===== config.mk =====
export PLATFORM = sky130hd
export DESIGN_NAME = joy_adc_scheduler
export DESIGN_NICKNAME = d
export VERILOG_FILES = /design/src/rtl/joy_adc_scheduler.sv
export SDC_FILE = /design/constraint.sdc
export NUM_CORES = 1
export LEC_CHECK = 0
export BUFFER_PORTS_ARGS = -buffer_cell sky130_fd_sc_hd__buf_4
export CAP_MARGIN = 5
export CELL_PAD_IN_SITES_DETAIL_PLACEMENT = 1
export CELL_PAD_IN_SITES_GLOBAL_PLACEMENT = 2
export CORE_MARGIN = 3
export CORE_UTILIZATION = 40
export CTS_CLUSTER_DIAMETER = 150
export DETAILED_ROUTE_END_ITERATION = 6
export HOLD_SLACK_MARGIN = 0.02
export PLACE_DENSITY_LB_ADDON = 0.1
export SKIP_CTS_REPAIR_TIMING = 1
export SYNTH_ARGS = -nofsm -noshare
export SYNTH_HDL_FRONTEND = slang
export SYNTH_SLANG_ARGS = --single-unit

===== constraint.sdc =====
create_clock -name clk -period 3.95 [get_ports clk]
set_clock_uncertainty 0.2 [all_clocks]
set_input_delay 0.1975 -clock clk [delete_from_list [all_inputs] [get_ports clk]]
set_output_delay 0.1975 -clock clk [all_outputs]
set_load 0.05 [all_outputs]

===== src/rtl/joy_adc_scheduler.sv =====
// Joystick ADC scan sequencer: round-robin conversions, per-channel sample store and debounced
// step pulses with hold/auto-repeat. Optional conversion timeout enabled by JOY_ADC_TIMEOUT_EN.
module joy_adc_scheduler #(
    parameter int          NUM_CH         = 2,
    parameter logic [11:0] HI_THRESH      = 12'h750,
    parameter logic [11:0] LO_THRESH      = 12'h500,
    parameter int          SETTLE_CYCLES  = 16,
    parameter int          HOLD_CYCLES    = 5000000,
    parameter int          REPEAT_CYCLES  = 2500000,
    parameter int          TIMEOUT_CYCLES = 1024
) (
    input  logic              clk,
    input  logic              reset_n,
    input  logic              enable,
    output logic [1:0]        adc_chan,
    output logic              adc_start,
    input  logic              adc_done,
    input  logic [11:0]       adc_data,
    output logic              sample_valid,
    output logic [1:0]        sample_chan,
    output logic [11:0]       sample_data,
    output logic [NUM_CH-1:0] step_up,
    output logic [NUM_CH-1:0] step_dn,
    output logic              adc_err,
    output logic [2:0]        dbg_state
);
    // Handshake: adc_start is a one-cycle request while adc_chan is stable; adc_done is a
    // one-cycle pulse qualifying adc_data and is only accepted in WAIT.
    typedef enum logic [2:0] {S_IDLE, S_SETTLE, S_START, S_WAIT, S_STORE} scan_state_e;
    typedef enum logic [1:0] {D_NEUTRAL, D_HELD_UP, D_HELD_DN} dir_e;

    localparam int MAXR = (HOLD_CYCLES > REPEAT_CYCLES) ? HOLD_CYCLES : REPEAT_CYCLES;
    localparam int RW   = $clog2(MAXR) + 1;
    localparam int MAXC = (SETTLE_CYCLES > TIMEOUT_CYCLES) ? SETTLE_CYCLES : TIMEOUT_CYCLES;
    localparam int CW   = $clog2(MAXC + 1);
    localparam logic [CW-1:0] SETTLE_LAST = CW'(SETTLE_CYCLES - 1);
    localparam logic [RW-1:0] HOLD_R      = RW'(HOLD_CYCLES);
    localparam logic [RW-1:0] REPEAT_R    = RW'(REPEAT_CYCLES);

    scan_state_e       state_q, state_d;
    logic [CW-1:0]     cnt_q, cnt_d;
    logic              chan_adv, latch;
    dir_e              dir_q [NUM_CH];
    dir_e              dir_d [NUM_CH];
    logic [RW-1:0]     rep_q [NUM_CH];
    logic [RW-1:0]     rep_d [NUM_CH];
    logic [NUM_CH-1:0] first_q, first_d;
    logic              is_up, is_dn;

    assign dbg_state    = state_q;
    assign adc_start    = (state_q == S_START);
    assign sample_valid = (state_q == S_STORE);
    assign is_up        = (sample_data > HI_THRESH);
    assign is_dn        = (sample_data < LO_THRESH);

`ifdef JOY_ADC_TIMEOUT_EN
    localparam logic [CW-1:0] TIMEOUT_LAST = CW'(TIMEOUT_CYCLES - 1);
    logic timeout, err_q;
    assign adc_err = err_q;
`else
    assign adc_err = 1'b0;
`endif

    always_comb begin
        state_d  = state_q;
        cnt_d    = cnt_q;
        chan_adv = 1'b0;
        latch    = 1'b0;
`ifdef JOY_ADC_TIMEOUT_EN
        timeout  = 1'b0;
`endif
        case (state_q)
            S_IDLE: if (enable) begin
                state_d = S_SETTLE;
                cnt_d   = '0;
            end
            S_SETTLE: if (cnt_q == SETTLE_LAST) begin
                state_d = S_START;
                cnt_d   = '0;
            end else begin
                cnt_d = cnt_q + 1'b1;
            end
            S_START: begin
                state_d = S_WAIT;
                cnt_d   = '0;
            end
            S_WAIT: if (adc_done) begin
                latch   = 1'b1;
                state_d = S_STORE;
            end
`ifdef JOY_ADC_TIMEOUT_EN
            // A missing answer skips this channel without touching its stored sample.
            else if (cnt_q == TIMEOUT_LAST) begin
                timeout  = 1'b1;
                chan_adv = 1'b1;
                cnt_d    = '0;
                state_d  = enable ? S_SETTLE : S_IDLE;
            end else begin
                cnt_d = cnt_q + 1'b1;
            end
`endif
            S_STORE: begin
                chan_adv = 1'b1;
                cnt_d    = '0;
                state_d  = enable ? S_SETTLE : S_IDLE;
            end
            default: state_d = S_IDLE;
        endcase
    end

    // Held counters run every cycle; the step decision is only taken for the stored channel.
    always_comb begin
        step_up = '0;
        step_dn = '0;
        first_d = first_q;
        for (int i = 0; i < NUM_CH; i++) begin
            dir_d[i] = dir_q[i];
            rep_d[i] = (dir_q[i] != D_NEUTRAL && rep_q[i] != {RW{1'b1}}) ? rep_q[i] + 1'b1 : rep_q[i];
            if (state_q == S_STORE && sample_chan == 2'(i)) begin
                if (!is_up && !is_dn) begin
                    dir_d[i] = D_NEUTRAL;
                    rep_d[i] = '0;
                end else if ((is_up && dir_q[i] == D_HELD_UP) || (is_dn && dir_q[i] == D_HELD_DN)) begin
                    if (rep_q[i] >= (first_q[i] ? HOLD_R : REPEAT_R)) begin
                        step_up[i] = is_up;
                        step_dn[i] = is_dn;
                        rep_d[i]   = '0;
                        first_d[i] = 1'b0;
                    end
                end else begin
                    step_up[i] = is_up;
                    step_dn[i] = is_dn;
                    dir_d[i]   = is_up ? D_HELD_UP : D_HELD_DN;
                    rep_d[i]   = '0;
                    first_d[i] = 1'b1;
                end
            end
        end
    end

    always_ff @(posedge clk or negedge reset_n) begin
        if (!reset_n) begin
            state_q     <= S_IDLE;
            cnt_q       <= '0;
            adc_chan    <= '0;
            sample_chan <= '0;
            sample_data <= '0;
            first_q     <= '0;
            for (int i = 0; i < NUM_CH; i++) begin
                dir_q[i] <= D_NEUTRAL;
                rep_q[i] <= '0;
            end
        end else begin
            state_q <= state_d;
            cnt_q   <= cnt_d;
            first_q <= first_d;
            for (int i = 0; i < NUM_CH; i++) begin
                dir_q[i] <= dir_d[i];
                rep_q[i] <= rep_d[i];
            end
            if (latch) begin
                sample_chan <= adc_chan;
                sample_data <= adc_data;
            end
            if (chan_adv)
                adc_chan <= (adc_chan == 2'(NUM_CH - 1)) ? 2'd0 : adc_chan + 2'd1;
        end
    end

`ifdef JOY_ADC_TIMEOUT_EN
    always_ff @(posedge clk or negedge reset_n) begin
        if (!reset_n)
            err_q <= 1'b0;
        else if (timeout)
            err_q <= 1'b1;
    end
`endif

endmodule


==> results_dict.tcl <==
set metrics [dict create \
    synth_top_family_by_area "simple AND/OR/NAND/NOR gates" \
    layout_commonest_cell "dfrtp_1" \
    tightest_slew_ns 1.022 \
    final-seq-area_um2 2102 \
    grt-busiest-layer "met2" \
    path_clk_slew_ns 0.06 \
    power_leakage_nw 2.690 \
    grt_pass1_vias 4776 \
    hold_path.class "input pin to async pin" \
    critPathRequiredTime_ns 4.02 \
    ys_seq_area_share_pct 39.65 \
    layout_common_cells "84 x dfrtp_1, 74 x nand2_1, 47 x buf_4" \
    synthSimpleGateAreaFrac_pct 24.38 \
    met3_usage_pct 5.268 \
    stdcell_count 807 \
    synth-adder-area-share_pct 6.844 \
    yosys.area_share.xor_xnor_pct 7.435 \
    syn_area_um2 5301 \
    grt_pass1_wl_um 24860 \
    crit_type "flip-flop to flip-flop" \
    peakVddDrop_uv 481.9 \
    drtIter0Drc 218 \
    synth_compound_area_share_pct 17.23 \
    wl_per_cell_um 18.42 \
    cts_buffer_depth 2 \
    post-place-ws_ns 0.5747 \
    status "completed" \
    synthMuxAreaShare_pct 0.5664 \
    hold_ws_ns 0.2599 \
    numCtsBuffers 9 \
    die_w_um 121.1 \
    slew_headroom_pct 31.36 \
    grt_max_degree 57 \
    critPathCaptureType "flip-flop" \
    first_pass_iters 4 \
    fp.dieArea_um2 14670 \
    cellPowerDensity_nw_per_um2 540.6 \
    cts_sinks 84 \
    setup_violations 0 \
    rr_startpoint "first_q[1]" \
    cts_root_buf "clkbuf_16" \
    period_share_pct 85.38 \
    routed-via-count 4684 \
    timing.rr.end "rep_q[3]" \
    drv_slew 0 \
    fmax_mhz 296.5 \
    syn_avg_cell_area_um2 9.016 \
    synth_seq_cells 84 \
    cts_max_level 3 \
    insertion_delay_ns 0.35 \
    cts_tree "done" \
    synth_ff_type "dfrtp_1" \
    yosysWarnings 0 \
    drc_errors 0 \
    gp_congestion 0.8412 \
    rr_worst_depth 8 \
    diodes 0 \
    syn_nets 633 \
    arrival_ns 3.44 \
    dp.cells 777 \
    rsz0062_at_grt "no" \
    synthCells 588 \
    hold_viol_final 0 \
    nNetsFinal 676 \
    fin_util_pct 48.58 \
    vias_per_cell 5.804 \
    synth_cell_types 70 \
    hpwl_um 10690 \
    row_count 41 \
    regToRegSetupSlack_ns 0.58 \
    fin_setup_tns_ns 0 \
    startpoint_type "flip-flop" \
    ant_nets 0 \
    synthToLayoutAreaGrowth_pct 17.06 \
    core-area_um2 12770 \
    die_h_um 121.1 \
    fin_crit_ns 3.372 \
    layout-drive-gt1-share_pct 12.76 \
    io_pins 42 \
    grt-ovfl-total 0 \
    setup_slack_ns 0.5776 \
    drv_cap 0 \
    io_buffers 40 \
    n_fill_cell 1451 \
    multiInputGateArea_um2 3003 \
    grt_use_met1_pct 30.01 \
    track_usage_pct 21.35 \
    synth_edf_count 0 \
    synthArstFlopShare_pct 100.0 \
    routed_wl_um 14860 \
    initial_core_util_pct 41.50 \
    grtUsageMet2_pct 33.90 \
    worstPathMaxFanout 13 \
    antenna_found_initial 0 \
]
==> flip-flops by register name, summed over array words and instances (netlist names) <==
name,flops
rep_q,48
dbg_state,3
adc_chan,2
sample_chan,2
cnt_q,11
sample_data,12
first_q,2
dir_q,4
==> routing by layer <==
metal / wire length, µm / up-vias
met3: 568 / 5
li1: - / 2260
met4: 52 / 0
met1: 7347 / 2335
met2: 6895 / 84
met5: 0 / -
==> stage by stage <==
step           power (mW)  area [µm²]
4_1_cts             3.386        6056
3_3_place_gp        2.428        5744
3_5_place_dp        2.472        5744
6_report            3.355        6206
5_1_grt             3.567        6206
2_1_floorplan       2.054        5301
==> where the power goes <==
part / switching, mW / leakage (nW) / internal, mW
sequential: 0.225 / 1.12 / 1.01
clock: 0.359 / 0.147 / 0.538
combinational: 0.828 / 1.43 / 0.395
==> synth_stat cells (10+ instances only) <==
| cell | instances | area [µm²] |
|---|---|---|
| a211oi_1 | 12 | 90.09 |
| xnor2_1 | 35 | 306.5 |
| a21oi_1 | 44 | 220.2 |
| nor2_1 | 23 | 86.33 |
| nand4_1 | 17 | 106.4 |
| ha_1 | 29 | 362.9 |
| nand3_1 | 22 | 110.1 |
| xor2_1 | 10 | 87.58 |
| o21ai_0 | 31 | 155.2 |
| nand2_1 | 74 | 277.8 |
| dfrtp_1 | 84 | 2102 |
| nor3_1 | 28 | 140.1 |
| nor4_1 | 12 | 75.07 |
| inv_1 | 19 | 71.32 |
| clkbuf_1 | 20 | 75.07 |
==> cells by family after synthesis <==
family	Yosys count
adder cells (fa/ha/maj)	29
flip-flops	84
buffers and inverters	49
AO/OA/AOI/OAI	139
XOR/XNOR	45
AND/OR/NAND/NOR	238
other	1
multiplexers	3
==> cell type report <==
cell class              instances  share of cell area, %
repair buffers                 62                  8.105
multi-input cells             455                  48.39
well taps                     172                  3.468
inverters                      19                  1.149
clock inverters                 3                 0.7258
flip-flops and latches         84                  33.87
clock buffers                  12                  4.294
==> worst max-delay path: stages, from the launching register on <==
cell and delay, ns:
dfrtp_1 0.47, inv_1 0.22, ha_1 0.25, a2111oi_0 0.47, a211oi_1 0.14, a2111oi_2 0.37
nand4_1 0.60, buf_4 0.41, a21oi_1 0.17
==> how the worst max path moves through the flow <==
stage / depth (start not counted) / from / to / slack [ns]
2_1_floorplan: 6 / dbg_state[1] / step_dn[0] / 0.24
3_3_place_gp: 8 / first_q[1] / rep_q[15] / 0.87
3_5_place_dp: 8 / first_q[1] / rep_q[2] / 0.57
4_1_cts: 8 / first_q[1] / step_up[1] / 0.55
5_1_grt: 8 / first_q[1] / rep_q[2] / 0.27
6_report: 8 / first_q[1] / rep_q[3] / 0.58
Power figures use the tool's default switching activity.
